==> config.mk <==
export PLATFORM = sky130hd
export DESIGN_NAME = add_top
export DESIGN_NICKNAME = d
export VERILOG_FILES = /design/src/rtl/add_top.sv
export SDC_FILE = /design/constraint.sdc
export NUM_CORES = 1
export LEC_CHECK = 0
export CORE_AREA = 2 2 39 41
export CTS_BUF_LIST = sky130_fd_sc_hd__clkbuf_16
export CTS_CLUSTER_DIAMETER = 200
export DETAILED_ROUTE_END_ITERATION = 10
export DIE_AREA = 0 0 41 43
export PLACE_DENSITY = 0.76
export SLEW_MARGIN = 5
export SYNTH_ARGS = -nofsm -noshare
export SYNTH_HDL_FRONTEND = slang
export SYNTH_SLANG_ARGS = --single-unit
==> constraint.sdc <==
create_clock -name clk -period 11.57 [get_ports clk]
set_input_delay 3.471 -clock clk [delete_from_list [all_inputs] [get_ports clk]]
set_output_delay 3.471 -clock clk [all_outputs]
set_load 0.005 [all_outputs]
==> src/rtl/add_top.sv <==
// add_top: ripple-carry two's-complement adder/subtractor with signed overflow and registered/sticky copies
module add_top #(
    parameter int WIDTH = 6
) (
    input  logic             cin,
    input  logic [WIDTH-1:0] a,
    input  logic [WIDTH-1:0] b,
    output logic [WIDTH-1:0] out,
    output logic             overflow,
    output logic [WIDTH-1:0] out_q,
    output logic             overflow_q,
    output logic             overflow_sticky,
    input  logic             clk,
    input  logic             rst
);
    logic [WIDTH:0]   c;
    logic [WIDTH-1:0] bx;
    logic [WIDTH-1:0] out_d;
    logic             overflow_d;
    logic             overflow_sticky_d;
    assign c[0] = cin;
    for (genvar i = 0; i < WIDTH; i++) begin : g_fa
        assign bx[i]   = b[i] ^ cin;
        assign out[i]  = a[i] ^ bx[i] ^ c[i];
        assign c[i+1]  = (a[i] & bx[i]) | (c[i] & (a[i] ^ bx[i]));
    end
    assign overflow = c[WIDTH] ^ c[WIDTH-1];
    always_comb begin
        out_d             = rst ? '0 : out;
        overflow_d        = rst ? 1'b0 : overflow;
        overflow_sticky_d = rst ? 1'b0 : (overflow_sticky | overflow);
    end
    always_ff @(posedge clk) begin
        out_q           <= out_d;
        overflow_q      <= overflow_d;
        overflow_sticky <= overflow_sticky_d;
    end
endmodule

# Word level (Yosys, flattened, before mapping)
# Cells that the tools add are included.
[word_totals] regBits=8 inputBits=15 output_inout_bits=15 word_cells=41
[op_classes] bitwise_logic=38
[ops] cell="$xor A1 B1 Y1" count=19
[ops] cell="$and A1 B1 Y1" count=12
[ops] cell="$or A1 B1 Y1" count=7

# Logic depth before layout (Yosys ltp)
[depth] ltp_word=16 ltp_mapped=10 mapped_depth_nobuf=9

# Least setup slack after synthesis
# Ideal clock, no wire load.
[synth_timing] kind="in2out" from="input cin" to="output overflow" arrival_time_ns=5.901 required_time_ns=8.099 setup_slack_ns=2.198 stages=10 path_buffers=1 path_cell_list="buf_2 > xor2_1 > fa_1 > inv_1 > fa_1 > fa_1 > fa_1 > fa_1 > xnor2_1 > inv_1"
[synth_via] elab_chain_cells=15 word_cells_on_any_way=31 classes_between="31 x bitwise"
[synth_rtl] item="start: declaration" line="5" source="input logic cin,"
[synth_rtl] item="$xor A1 B1 Y1" line="23" source="assign bx[i] = b[i] ^ cin;"
[synth_rtl] item="$xor A1 B1 Y1" line="25" source="assign c[i+1] = (a[i] & bx[i]) | (c[i] & (a[i] ^ bx[i]));"
[synth_rtl] item="$and A1 B1 Y1" line="25"
[synth_rtl] item="$or A1 B1 Y1" line="25"
[synth_rtl] item="$and A1 B1 Y1" line="25"
[synth_rtl] item="$or A1 B1 Y1" line="25"
[synth_rtl] item="$and A1 B1 Y1" line="25"
[synth_rtl] item="$or A1 B1 Y1" line="25"
[synth_rtl] item="$and A1 B1 Y1" line="25"
[synth_rtl] item="$or A1 B1 Y1" line="25"
[synth_rtl] item="$and A1 B1 Y1" line="25"
[synth_rtl] item="$or A1 B1 Y1" line="25"
[synth_rtl] item="$and A1 B1 Y1" line="25"
[synth_rtl] item="$or A1 B1 Y1" line="25"
[synth_rtl] item="$xor A1 B1 Y1 *" line="27" source="assign overflow = c[WIDTH] ^ c[WIDTH-1];"
[synth_rtl] item="end: declaration" line="9" source="output logic overflow,"
# Mark *: on every way between the ends. The rest lies on a longest branch, timed or not.

# Final worst setup path
# Ends and elaborated chain as after synthesis.

==> flow_summary_export.csv <==
group,metric,value,unit
run_status,status,"finished, final reports clean",
global_routing,track_usage,0.1161,
synthesis,yosys.area.top_type_share,0.3832,
synthesis,synth-xor-area-share,0.1467,
final_layout,final_net_count,94,
timing,fmax,95.56,MHz
final_layout,layout_commonest_cell,"clkdlybuf4s50_1",
critical_path,end_kind,"primary output",
drt,drt_iter0_markers,2,
drt,vias_per_cell,3.886,
die,core_area,1384,µm²
synthesis,syn_nets,61,
placed_design,place_congestion,0.6537,
timing,finalMaxSlewViolations,0,
global_routing,grt_overflow,0,
timing,period_share,0.9045,
timing,layout_min_cycle_time,10460,ps
global_routing,grt_pass1_wl,1.317,mm
job,max_cap_viol_count,0,
die,fp-row-count,14,
clock_network,cts_setup_buffers,0,
synthesis,synth_cells,41,
synthesis,ys_ff_latch,8,
clock_network,post_cts_resized,0,
drt,drc_errors,0,
drt,ant_nets,0,
pwr,vdd_drop_max,0.07737,mV
clock_network,cts_buffers,3,
final_layout,insertedDiodeCount,0,
placed_design,preCtsSetupSlack,1057,ps
synthesis,ys_warn_count,0,
placed_design,numPortBuffers,29,
final_layout,area_delta_synth_final,91.02,%
synthesis,synth_compound_area_frac,0.01198,
critical_path,cp.required,8100,ps
synthesis,syn_avg_cell_area,10.19,µm²
timing,setup_tns,0,ps
clock_network,clock-root-buffer,"clkbuf_16",
drt,routedWlPerCell,9.057,µm
clock_network,cts_tree,"yes",
timing,finalHoldViolCount,0,
global_routing,grt_max_degree,9,
die,die_h,43,µm
critical_path,crit_path_max_fanout,6,
timing,max_slew_margin,0.8018,
final_layout,fin_util,0.5769,
synthesis,ys_types,11,
global_routing,antenna_found_initial,0,
drt,dr.pass1.iters,3,
synthesis,synth_largest_area_cell,"dfxtp_1",
clock_network,clk_pin_slew_worst_paths,30,ps
critical_path,worst_ep_arrival_time,6990,ps
timing,tightest_slew,296.3,ps
min_path,hold_path.class,"flip-flop to flip-flop",
critical_path,critPathKind,"input pin to primary output",
placed_design,place_hpwl,697.5,µm
synthesis,synth_seq_area_share,0.3832,
final_layout,drive_above_1_share,0.06944,
timing,setup_viol,0,
timing,rsz0062_at_grt,"no",
die,io_pins,30,
final_layout,final_cell_mix,"29 x clkdlybuf4s50_1, 11 x inv_1, 8 x dfxtp_1",
synthesis,synth.area.top_cells,"dfxtp_1 38%, fa_1 24%, xnor2_1 10%",
clock_network,clock_latency,230,ps
synthesis,yosys.area_share.adder,0.2395,
synthesis,syn_area,417.9,µm²
synthesis,yosys.area_share.simple,0.08084,
die,die-area,1763,µm²
drt,finalWirelength,797,µm
pwr,power.leakage,0.3500,nW
global_routing,grt_pass1_vias,342,
clock_network,holdBufCountCts,0,
timing,setup_ws,1105,ps
die,start_util,0.3020,
pwr,power_density,168.3,nW/µm²
die,dieWidth,41,µm
synthesis,synth_top_family_by_area,"adder cells",
clock_network,clock_sinks,8,
critical_path,cp-start-kind,"input pin",
drt,vias,342,
synthesis,muxShareOfSynthArea,0.02695,
timing,finClkSkew,0,ps
clock_network,clockBufferDepth,2,
clock_network,htreeDepth,1,
[metrics by stage]
stage | power (mW) | area, µm² | std cells | hold slack (ps)
3_3_place_gp | 0.07795 | 723.2 | 85 | 434.2
4_1_cts | 0.1365 | 798.3 | 88 | 462.1
5_1_grt | 0.1424 | 798.3 | 88 | 474.9
2_1_floorplan | 0.05051 | 417.9 | 41 | 436.0
6_report | 0.1343 | 798.3 | 88 | 453.8
3_5_place_dp | 0.07935 | 723.2 | 85 | 456.9
[registers in the layout (all words and copies together), names as in the netlist]
register,cells
out_q,6
overflow_q,1
overflow_sticky,1
[cell families after synthesis]
group                    after synthesis
buffers and inverters                 12
flip-flops                             8
XOR/XNOR                               7
AND/OR/NAND/NOR                        7
adder cells (fa/ha/maj)                5
AO/OA/AOI/OAI                          1
multiplexers                           1
[per-layer routing]
metal  up-vias  track usage  part of all wire
met3         0            0             0.056
li1        176            -                 -
met5         -            0                 0
met2        14       0.1969              0.62
met1       152       0.1111              0.32
met4         0       0.1200                 0
[power breakdown]
| part | leakage (nW) | total [mW] | switching (mW) | internal, mW |
|---|---|---|---|---|
| Sequential | 0.0667 | 0.0334 | 0.00112 | 0.0323 |
| Combinational | 0.246 | 0.0447 | 0.0152 | 0.0295 |
| Clock | 0.0370 | 0.0562 | 0.0118 | 0.0444 |
| Total | 0.350 | 0.134 | 0.0282 | 0.106 |
[Yosys cell counts]
library cell / number
dfxtp_1: 8
inv_1: 11
and2b_2: 1
fa_1: 5
buf_2: 1
mux2_2: 1
nor2b_1: 1
xor2_1: 2
a21oi_1: 1
nor2_1: 5
xnor2_1: 5
[layout make-up]
| cell class | instances | area, µm² |
|---|---|---|
| Fill cell | 139 | 585.6 |
| Timing Repair Buffer | 29 | 290.3 |
| Multi-Input combinational cell | 21 | 211.5 |
| Sequential cell | 8 | 160.2 |
| Clock buffer | 3 | 75.07 |
| Inverter | 11 | 41.29 |
| Tap cell | 16 | 20.02 |
[critical path: stages]
cell and delay, ps:
clkdlybuf4s50_1 640, xor2_1 250, fa_1 210, inv_1 50
fa_1 390, fa_1 400, fa_1 430, fa_1 390
xnor2_1 260, inv_1 60, clkdlybuf4s50_1 450
[worst paths after layout]
| check | start | endpoint | slack, ps | depth (start not counted) |
|---|---|---|---|---|
| hold / removal | overflow_sticky$_SDFF_PP0_ | overflow_sticky$_SDFF_PP0_ | 450 | 2 |
| setup reg to reg | overflow_sticky$_SDFF_PP0_ | overflow_sticky$_SDFF_PP0_ | 11030 | 2 |
| hold reg to reg | overflow_sticky$_SDFF_PP0_ | overflow_sticky$_SDFF_PP0_ | 450 | 2 |
| setup / recovery | cin | overflow | 1110 | 11 |
(Power assumes the default switching activity.)
